**config.mk**
```make
export PLATFORM = sky130hd
export DESIGN_NAME = alu_ctrl_stage
export DESIGN_NICKNAME = d
export VERILOG_FILES = /design/src/rtl/alu_pkg.sv /design/src/rtl/ctrl_skid_buf.sv /design/src/rtl/alu_ctrl_stage.sv
export SDC_FILE = /design/constraint.sdc
export NUM_CORES = 1
export LEC_CHECK = 0
export ABC_AREA = 0
export CORE_UTILIZATION = 45
export CTS_CLUSTER_SIZE = 12
export DETAILED_ROUTE_END_ITERATION = 16
export GPL_TIMING_DRIVEN = 0
export PLACE_DENSITY_LB_ADDON = 0.3
export SYNTH_ARGS = -nofsm -noshare
export SYNTH_HDL_FRONTEND = slang
export SYNTH_SLANG_ARGS = --single-unit
```
**constraint.sdc**
```tcl
create_clock -name clk -period 8.2 [get_ports clk]
set_input_delay 2.46 -clock clk [delete_from_list [all_inputs] [get_ports clk]]
set_output_delay 2.46 -clock clk [all_outputs]
set_load 0.03 [all_outputs]
```
**src/rtl/alu_pkg.sv**
```systemverilog
// Shared ALU-control definitions: ALU op codes, MIPS opcode/funct values, operand selects
// and the decoded-entry struct. ALU_CTRL_ILLEGAL_EN adds a per-entry illegal flag.
package alu_pkg;

  typedef enum logic [3:0] {
    ALU_ADDU = 4'h0, ALU_SUBU = 4'h1, ALU_SLT = 4'h2, ALU_SLTU = 4'h3,
    ALU_AND  = 4'h4, ALU_OR   = 4'h5, ALU_XOR = 4'h6, ALU_LUI  = 4'h7,
    ALU_SLL  = 4'h8, ALU_SRL  = 4'h9, ALU_SRA = 4'hA, ALU_NOR  = 4'hB,
    ALU_XXX  = 4'hF
  } alu_op_e;

  typedef enum logic [1:0] {
    BSEL_RT = 2'd0, BSEL_IMM = 2'd1, BSEL_SHAMT = 2'd2, BSEL_RS = 2'd3
  } b_sel_e;

  localparam logic A_SEL_RS = 1'b0;
  localparam logic A_SEL_RT = 1'b1;

  typedef enum logic [1:0] {BUF_EMPTY = 2'd0, BUF_ONE = 2'd1, BUF_TWO = 2'd2} buf_state_e;

  localparam logic [5:0] OPC_RTYPE = 6'h00, OPC_J    = 6'h02, OPC_JAL   = 6'h03;
  localparam logic [5:0] OPC_BEQ   = 6'h04, OPC_BNE  = 6'h05, OPC_ADDIU = 6'h09;
  localparam logic [5:0] OPC_SLTI  = 6'h0A, OPC_SLTIU = 6'h0B, OPC_ANDI = 6'h0C;
  localparam logic [5:0] OPC_ORI   = 6'h0D, OPC_XORI = 6'h0E, OPC_LUI   = 6'h0F;
  localparam logic [5:0] OPC_LB    = 6'h20, OPC_LHU  = 6'h25;
  localparam logic [5:0] OPC_SB    = 6'h28, OPC_SH   = 6'h29, OPC_SW    = 6'h2B;

  localparam logic [5:0] FN_SLL  = 6'h00, FN_SRL  = 6'h02, FN_SRA  = 6'h03;
  localparam logic [5:0] FN_SLLV = 6'h04, FN_SRLV = 6'h06, FN_SRAV = 6'h07;
  localparam logic [5:0] FN_JR   = 6'h08, FN_JALR = 6'h09;
  localparam logic [5:0] FN_ADDU = 6'h21, FN_SUBU = 6'h23, FN_AND  = 6'h24;
  localparam logic [5:0] FN_OR   = 6'h25, FN_XOR  = 6'h26, FN_NOR  = 6'h27;
  localparam logic [5:0] FN_SLT  = 6'h2A, FN_SLTU = 6'h2B;

  typedef struct packed {
    alu_op_e     op;
    logic        a_sel;
    b_sel_e      b_sel;
    logic [31:0] imm32;
    logic [31:0] tag;
`ifdef ALU_CTRL_ILLEGAL_EN
    logic        illegal;
`endif
  } entry_t;

  function automatic entry_t make_reset_entry(input logic [31:0] tag);
    entry_t e;
    e     = '0;
    e.op  = ALU_XXX;
    e.tag = tag;
    return e;
  endfunction

endpackage

```
**src/rtl/ctrl_skid_buf.sv**
```systemverilog
// Generic 2-entry valid/ready buffer. in_ready is registered, so a downstream stall
// never reaches the upstream side combinationally.
module ctrl_skid_buf
  import alu_pkg::*;
#(
  parameter int  DEPTH     = 2,
  parameter type T         = entry_t,
  parameter T    RESET_VAL = T'('0)
) (
  input  logic clk,
  input  logic rst,
  input  logic flush,
  input  logic in_valid,
  output logic in_ready,
  input  T     in_data,
  output logic out_valid,
  input  logic out_ready,
  output T     out_data
);

  buf_state_e r_state, w_state_next;
  logic       r_in_ready;
  T           r_head, r_tail;
  logic       w_push, w_pop;

  assign w_push = in_valid && r_in_ready;
  assign w_pop  = (r_state != BUF_EMPTY) && out_ready;

  // NOTE: every always_comb output gets a default first so no path can infer a latch.
  always_comb begin
    w_state_next = r_state;
    unique case (r_state)
      BUF_EMPTY: if (w_push) w_state_next = BUF_ONE;
      BUF_ONE: begin
        if (w_push && !w_pop)      w_state_next = BUF_TWO;
        else if (!w_push && w_pop) w_state_next = BUF_EMPTY;
      end
      BUF_TWO:   if (w_pop) w_state_next = BUF_ONE;
      default:   w_state_next = BUF_EMPTY;
    endcase
    if (flush) w_state_next = BUF_EMPTY;
  end

  // NOTE: sequential state uses non-blocking assignments so all registers see pre-edge values.
  always_ff @(posedge clk) begin
    if (rst) begin
      r_state    <= BUF_EMPTY;
      r_in_ready <= 1'b1;
    end else begin
      r_state    <= w_state_next;
      r_in_ready <= int'(w_state_next) < DEPTH;
    end
  end

  // Head feeds the outputs directly, so it alone carries the reset value.
  always_ff @(posedge clk) begin
    if (rst) begin
      r_head <= RESET_VAL;
    end else if (!flush) begin
      unique case (r_state)
        BUF_EMPTY: if (w_push) r_head <= in_data;
        BUF_ONE:   if (w_push && w_pop) r_head <= in_data;
        BUF_TWO:   if (w_pop) r_head <= r_tail;
        default:   ;
      endcase
    end
  end

  // NOTE: the tail slot is never observed while invalid, so it needs no reset.
  always_ff @(posedge clk) begin
    if (!flush && r_state == BUF_ONE && w_push && !w_pop) r_tail <= in_data;
  end

  assign in_ready  = r_in_ready;
  assign out_valid = (r_state != BUF_EMPTY);
  assign out_data  = r_head;

endmodule

```
**src/rtl/alu_ctrl_stage.sv**
```systemverilog
// Registered MIPS decode stage producing ALU op, operand selects and extended immediate.
// Define ALU_CTRL_ILLEGAL_EN to add the out_illegal flag.
module alu_ctrl_stage
  import alu_pkg::*;
#(
  parameter int          DEPTH        = 2,
  parameter logic [31:0] RESET_PC_TAG = 32'h0
) (
  input  logic        clk,
  input  logic        rst,
  input  logic        flush,
  input  logic        in_valid,
  output logic        in_ready,
  input  logic [31:0] in_instr,
  input  logic [31:0] in_tag,
  output logic        out_valid,
  input  logic        out_ready,
  output logic [3:0]  out_alu_op,
  output logic        out_a_sel,
  output logic [1:0]  out_b_sel,
  output logic [31:0] out_imm32,
`ifdef ALU_CTRL_ILLEGAL_EN
  output logic        out_illegal,
`endif
  output logic [31:0] out_tag
);

  localparam entry_t RESET_ENTRY = make_reset_entry(RESET_PC_TAG);

  function automatic entry_t decode(input logic [31:0] instr, input logic [31:0] tag);
    entry_t      d;
    logic [5:0]  opc, fn;
    logic [31:0] sext, zext;
    opc     = instr[31:26];
    fn      = instr[5:0];
    sext    = {{16{instr[15]}}, instr[15:0]};
    zext    = {16'h0, instr[15:0]};
    d       = '0;
    d.op    = ALU_XXX;
    d.tag   = tag;
    if (opc == OPC_RTYPE) begin
      unique case (fn)
        FN_ADDU, FN_JR, FN_JALR: d.op = ALU_ADDU;
        FN_SUBU: d.op = ALU_SUBU;
        FN_AND:  d.op = ALU_AND;
        FN_OR:   d.op = ALU_OR;
        FN_XOR:  d.op = ALU_XOR;
        FN_NOR:  d.op = ALU_NOR;
        FN_SLT:  d.op = ALU_SLT;
        FN_SLTU: d.op = ALU_SLTU;
        FN_SLL, FN_SRL, FN_SRA: begin
          d.op    = (fn == FN_SLL) ? ALU_SLL : (fn == FN_SRL) ? ALU_SRL : ALU_SRA;
          d.a_sel = A_SEL_RT;
          d.b_sel = BSEL_SHAMT;
          // The shift amount travels in imm32 since raw instructions are not kept.
          d.imm32 = {27'h0, instr[10:6]};
        end
        FN_SLLV, FN_SRLV, FN_SRAV: begin
          d.op    = (fn == FN_SLLV) ? ALU_SLL : (fn == FN_SRLV) ? ALU_SRL : ALU_SRA;
          d.a_sel = A_SEL_RT;
          d.b_sel = BSEL_RS;
        end
        default: d.op = ALU_XXX;
      endcase
    end else if (opc == OPC_BEQ || opc == OPC_BNE) begin
      d.op    = ALU_SUBU;
      d.imm32 = sext;
    end else begin
      d.b_sel = BSEL_IMM;
      unique case (opc)
        OPC_ADDIU: begin d.op = ALU_ADDU; d.imm32 = sext; end
        OPC_SLTI:  begin d.op = ALU_SLT;  d.imm32 = sext; end
        OPC_SLTIU: begin d.op = ALU_SLTU; d.imm32 = sext; end
        OPC_ANDI:  begin d.op = ALU_AND;  d.imm32 = zext; end
        OPC_ORI:   begin d.op = ALU_OR;   d.imm32 = zext; end
        OPC_XORI:  begin d.op = ALU_XOR;  d.imm32 = zext; end
        OPC_LUI:   begin d.op = ALU_LUI;  d.imm32 = {instr[15:0], 16'h0}; end
        OPC_SB, OPC_SH, OPC_SW: begin d.op = ALU_ADDU; d.imm32 = sext; end
        default: begin
          if (opc >= OPC_LB && opc <= OPC_LHU) begin
            d.op    = ALU_ADDU;
            d.imm32 = sext;
          end else begin
            d.b_sel = BSEL_RT;
          end
        end
      endcase
    end
`ifdef ALU_CTRL_ILLEGAL_EN
    d.illegal = (d.op == ALU_XXX) && !(opc == OPC_J || opc == OPC_JAL);
`endif
    return d;
  endfunction

  entry_t w_in_entry, w_head;

  assign w_in_entry = decode(in_instr, in_tag);

  ctrl_skid_buf #(
    .DEPTH     (DEPTH),
    .T         (entry_t),
    .RESET_VAL (RESET_ENTRY)
  ) u_skid (
    .clk       (clk),
    .rst       (rst),
    .flush     (flush),
    .in_valid  (in_valid),
    .in_ready  (in_ready),
    .in_data   (w_in_entry),
    .out_valid (out_valid),
    .out_ready (out_ready),
    .out_data  (w_head)
  );

  assign out_alu_op = w_head.op;
  assign out_a_sel  = w_head.a_sel;
  assign out_b_sel  = w_head.b_sel;
  assign out_imm32  = w_head.imm32;
  assign out_tag    = w_head.tag;
`ifdef ALU_CTRL_ILLEGAL_EN
  assign out_illegal = w_head.illegal;
`endif

endmodule

```
# [Yosys cells after proc, flatten, opt, wreduce, memory -nomap -nowiden]
# Cells that the tools add are included.
[op_classes] magnitude_cmp=3 n_reduce_logical=26 n_eq_ne=32 n_mux=29 bitwise_logic=1
[ops] operator="$mux W71" count=3
[ops] operator="$pmux W71 S3" count=1
[ops] operator="$pmux W32 S3" count=1
[ops] operator="$eq A6 B6 Y1 const B" count=11
[ops] operator="$mux W32" count=2
[ops] operator="$eq A6 B4 Y1 const B" count=9
[ops] operator="$pmux W4 S10" count=1
[ops] operator="$mux W34" count=1
[ops] operator="$eq A6 B3 Y1 const B" count=5
[ops] operator="$pmux W4 S7" count=1
[ops] operator="$mux W2" count=10
[ops] operator="$eq A6 B2 Y1 const B" count=2
[ops] operator="$logic_not A6 Y1" count=2
[ops] operator="$mux W4" count=3
[ops] operator="$reduce_or A3 Y1" count=4
[ops] operator="$reduce_or A10 Y1" count=1
[ops] operator="$logic_and A1 B1 Y1" count=9
[ops] operator="$ge A6 B6 Y1 const B" count=1
[ops] operator="$le A6 B6 Y1 const B" count=1
[ops] operator="$ne A2 B1 Y1 const B" count=3
[ops] operator="$pmux W2 S3" count=1
[ops] operator="$pmux W3 S2" count=1
[ops] operator="$reduce_or A6 Y1" count=1
[ops] operator="$mux W5" count=1
[ops] operator="other kinds (12)" count=16
[totals] regBits=145 inputBits=69 elab_cells=103

# [Longest topological paths before layout]
[depth] depth_word=8 mapped_depth=8

# [Cells and area by module]
# Synthesis repeated with hierarchy kept, for this count alone.
[unflattened] hier_cells=561 hier_area_um2=6342.3
[modules_own_cells] module="ctrl_skid_buf" cells_each=417 seq_area_each_um2=3613.5 instances=1 area_each_um2=5460.2
[modules_own_cells] module="alu_ctrl_stage" cells_each=144 seq_area_each_um2=0.0 instances=1 area_each_um2=882.1

# [Least setup slack after synthesis]
# Ideal clock, no wire load.
[synth_timing] kind="input to register" start="input port in_valid" end="register u_skid.r_tail[0] (netlist name), enable pin" stages=4 t_required_ps=7615 setup_ps=585 path_slack_ps=180 t_arrival_ps=7435 path_cell_list="nand2_1 > nor2_1 > nand2_1 > nor3_1"
[synth_between] elab_chain_cells=3
[synth_lines] item="start: declaration" line_no="alu_ctrl_stage.sv:12" text="input logic in_valid,"
[synth_lines] item="$logic_and A1 B1 Y1" line_no="ctrl_skid_buf.sv:26" text="assign w_push = in_valid && r_in_ready;"
[synth_lines] item="$logic_and A1 B1 Y1 (2 in a row)" line_no="ctrl_skid_buf.sv:71" text="if (!flush && r_state == BUF_ONE && w_push && !w_pop) r_tail <= in_data;"
[synth_lines] item="end signal: assignment" line_no="ctrl_skid_buf.sv:71"
[synth_lines] item="end: declaration" line_no="ctrl_skid_buf.sv:23" text="T r_head, r_tail;"
# No other way between the ends.
# A chain may end at the register's enable or synchronous reset.

# [Worst setup path in the final report]
[layout_timing] start="input port in_valid" end="register u_skid.r_tail[53] (netlist name), enable pin"
# The elaborated chain is that of the path after synthesis.

==> impl_metrics.json <==
{
  "die_area_sq_mm": 0.0153,
  "peakVddDrop_v": 0.000164,
  "path_delay_family": "buffers and inverters",
  "cellPowerDensity_mw_per_mm2": 207,
  "p_switching_uw": 476,
  "synthesis.area_sq_mm": 0.00667,
  "crit_required_ns": 8.33,
  "instances_no_fill": 986,
  "path_clk_slew_ns": 0.06,
  "fillers": 1173,
  "grt.overflow.total": 0,
  "vias": 5642,
  "rsz0062_at_grt": "no",
  "cts_setup_buffers": 0,
  "drive_above_1_share_pct": 15.7,
  "slew_headroom_pct": 49.9,
  "clock_power_share_pct": 39.7,
  "hold_viol_final": 0,
  "viasPerCell": 5.72,
  "diodes": 0,
  "yosysWarnings": 0,
  "multiInputGateArea_sq_mm": 0.00276,
  "cts_root_buffer": "clkbuf_16",
  "io_pins": 142,
  "max_cap_violations": 0,
  "post-route-min-period_ns": 4.49,
  "timing.rr.end": "u_skid.r_tail[53]",
  "die_h_microns": 124,
  "ff2ff_path_depth": 9,
  "h-tree-depth": 4,
  "regArea_sq_mm": 0.00356,
  "design.core.area_sq_mm": 0.0145,
  "antenna_found_initial": 0,
  "drtAntennaViolNets": 0,
  "tightestPinTransition_ns": 0.751,
  "gp_congestion": 0.863,
  "setup_violations": 0,
  "hold_path_class": "reg -> reg",
  "routed_wl_microns": 18000,
  "synth_edf_count": 70,
  "row_count": 44,
  "status": "finished clean",
  "swShare_pct": 26.1,
  "r2r-start": "u_skid.in_ready",
  "path_class": "in -> reg",
  "ys_async_sr_fraction_pct": 0,
  "synth-main-ff-cell": "dfxtp_1",
  "area_growth_pct": 32.3,
  "seq_power_share_pct": 43.7,
  "grt_pass1_wl_microns": 28100,
  "min_from": "u_skid.out_data[64]",
  "slowest_stage": "clkdlybuf4s50_1",
  "clockBufferDepth": 2,
  "grt_util_all_layers_pct": 24.6,
  "cts_sinks": 143,
  "cpPeakStageDelay_ns": 0.51,
  "max_freq_ghz": 0.223,
  "path_buf_inv": 6,
  "cp_common_cell": "buf_6",
  "worstHoldEndpoint": "u_skid.out_data[64]",
  "cts_tree": "built",
  "setup_tns_ns": 0,
  "portBuffers": 128,
  "grt_pass1_vias": 5484,
  "dpl.cell_count": 954,
  "reg2reg_slack_ns": 5.88,
  "numCtsBuffers": 17,
  "finalClockSkew_ns": 0.00586,
  "drt_iter0_drc": 463,
  "grt_max_degree": 17,
  "dp_hpwl_microns": 13100,
  "ys_seq_elements": 143,
  "cp_max_fo": 11,
  "die_x_microns": 124,
  "postCtsHoldBufs": 0,
  "avgSynthCellArea_sq_um": 10.5,
  "syn_inst": 634,
  "p_leak_uw": 0.00318,
  "start_kind": "input port",
  "detail_route.wl_per_cell_microns": 18.3,
  "comb_power_share_pct": 16.7,
  "dpl_cell_area_sq_mm": 0.00828,
  "drc": 0,
  "arrival_ns": 4.62,
  "slew_violations": 0,
  "whs_path_depth": 2,
  "crit_path_cell_trace": "clkdlybuf4s50_1 > nand2_1 > nor2_1 > nand2_1 > nor3_2 > buf_6 > buf_6 > buf_8 > buf_6 > buf_4",
  "cts_resized": 0,
  "ys_types": 64,
  "p_int_uw": 1350,
  "synth_seq_area_share_pct": 53.4,
  "crit_path_end_kind": "register",
  "fin_crit_sh_pct": 54.7,
  "floorplan.initialDensity_pct": 46.1,
  "fin_nets": 858,
  "synth_nets": 703,
  "clk_latency_ns": 0.43,
  "design_area_sq_mm": 0.00882,
  "drtPass1Iterations": 5
}
==> power groups by stage <==
stage / combinational (uW) / clock [uW] / sequential, uW
floorplan: 128 / 0 / 859
global placement: 293 / 0 / 810
detailed placement: 302 / 0 / 811
CTS: 304 / 731 / 796
global route: 326 / 760 / 798
finish: 304 / 723 / 796
==> how the worst max path moves through the flow <==
| stage | slack, ns | depth (start not counted) | startpoint | end |
|---|---|---|---|---|
| 5_1_grt | 3.58 | 10 | in_valid | u_skid.r_tail[57] |
| 2_1_floorplan | 0.18 | 4 | in_valid | u_skid.r_tail[0] |
| 6_report | 3.71 | 10 | in_valid | u_skid.r_tail[53] |
| 4_1_cts | 3.70 | 10 | in_valid | u_skid.r_tail[57] |
| 3_5_place_dp | 3.27 | 10 | in_valid | u_skid.r_tail[50] |
| 3_3_place_gp | -2.62 | 5 | in_valid | u_skid.r_tail[51] |
==> kinds of logic after synthesis <==
| kind of cell | Yosys count | share of synthesized area [%] |
|---|---|---|
| XOR/XNOR | 1 | 0.131 |
| AO/OA/AOI/OAI | 176 | 22.5 |
| buffers and inverters | 69 | 5.35 |
| flip-flops | 143 | 53.4 |
| AND/OR/NAND/NOR | 244 | 18.4 |
| multiplexers | 1 | 0.150 |
==> cell usage in the layout (no fill, tap or decap), types with 5 or more instances in the layout <==
cell type	synthesis	final
a211oi_1	7	7
a211oi_2	14	14
a21o_1	19	19
a21oi_1	43	43
a221oi_2	13	13
a311oi_1	32	32
and2_1	11	11
buf_2	20	20
buf_4	9	10
buf_6	5	11
clkbuf_1	24	30
clkbuf_16	0	17
clkdlybuf4s50_1	0	128
dfxtp_1	73	73
edfxtp_1	70	70
inv_1	9	9
nand2_1	96	96
nand2b_1	9	9
nand3b_1	7	7
nor2_1	74	74
nor2b_1	5	5
nor3_1	6	5
nor3_2	10	11
nor3b_1	5	5
o211ai_1	5	5
o21ai_0	5	5
==> per-stage QoR <==
stage                     total power [uW]  util (%)  hold slack [ns]  setup slack, ns
after global placement                1100      56.5            0.443            -2.62
after detailed placement              1110      57.2            0.446             3.27
after global routing                  1880      60.9            0.489             3.58
after CTS                             1830      60.9            0.454             3.70
final                                 1820      60.9            0.451             3.71
after floorplan                        988         -            0.498            0.180
==> cells in the mapped netlist, types with 2 or more instances <==
cell | instances | area, sq um
a221oi_2 | 13 | 195
o211ai_1 | 5 | 37.5
nand2b_1 | 9 | 56.3
a311oi_1 | 32 | 280
edfxtp_1 | 70 | 2100
nand2b_4 | 2 | 27.5
or4_1 | 2 | 15.0
nor3_1 | 6 | 30.0
nor3_2 | 10 | 100
a21oi_1 | 43 | 215
a22o_1 | 4 | 35.0
nor4_4 | 2 | 42.5
a211oi_2 | 14 | 175
nand3_1 | 2 | 10.0
or3_1 | 4 | 25.0
nand2_1 | 96 | 360
a221oi_1 | 3 | 26.3
a21o_1 | 19 | 143
and2_1 | 11 | 68.8
buf_2 | 20 | 100
o41ai_2 | 4 | 65.1
o21ai_0 | 5 | 25.0
dfxtp_1 | 73 | 1460
nor2b_1 | 5 | 31.3
a31oi_1 | 2 | 12.5
nand3b_1 | 7 | 52.6
o211a_1 | 2 | 20.0
or2_2 | 2 | 12.5
a211o_1 | 2 | 17.5
buf_6 | 5 | 56.3
buf_4 | 9 | 67.6
o22ai_1 | 2 | 12.5
nor2_1 | 74 | 278
o21ai_1 | 2 | 10.0
a21boi_0 | 2 | 15.0
inv_1 | 9 | 33.8
nor3b_1 | 5 | 37.5
clkbuf_1 | 24 | 90.1
a211oi_1 | 7 | 52.6
a2111oi_2 | 2 | 30.0
==> layout make-up <==
type,instances,area share [%]
buffer,60,3.66
clock buffer,26,5.54
clock inverter,6,0.666
inverter,9,0.383
multi-input combinational,422,31.2
sequential,143,40.4
tap,184,2.61
timing repair buffer,136,15.5
==> registers in the layout, summed over array words and instances, names as in the netlist <==
| signal | flops |
|---|---|
| u_skid.out_data | 70 |
| u_skid.r_tail | 70 |
| u_skid.r_state | 2 |
| u_skid.in_ready | 1 |
==> routing by layer <==
metal	global-route usage, %	routed length (microns)	vias to the layer above
met1	30.9	7460	2723
li1	-	-	2646
met2	41.3	8740	252
met4	7.45	255	0
met5	0	0	-
met3	6.27	1580	21
==> worst register-to-register path, cell delays in order, from the launching register on <==
cell	delay, ns
dfxtp_1	0.38
nand2_1	0.09
nor2_1	0.09
nand2_1	0.08
nor3_2	0.49
buf_6	0.22
buf_6	0.15
buf_8	0.16
buf_6	0.17
buf_4	0.19
Note: power is estimated with default switching activity, not from simulation.
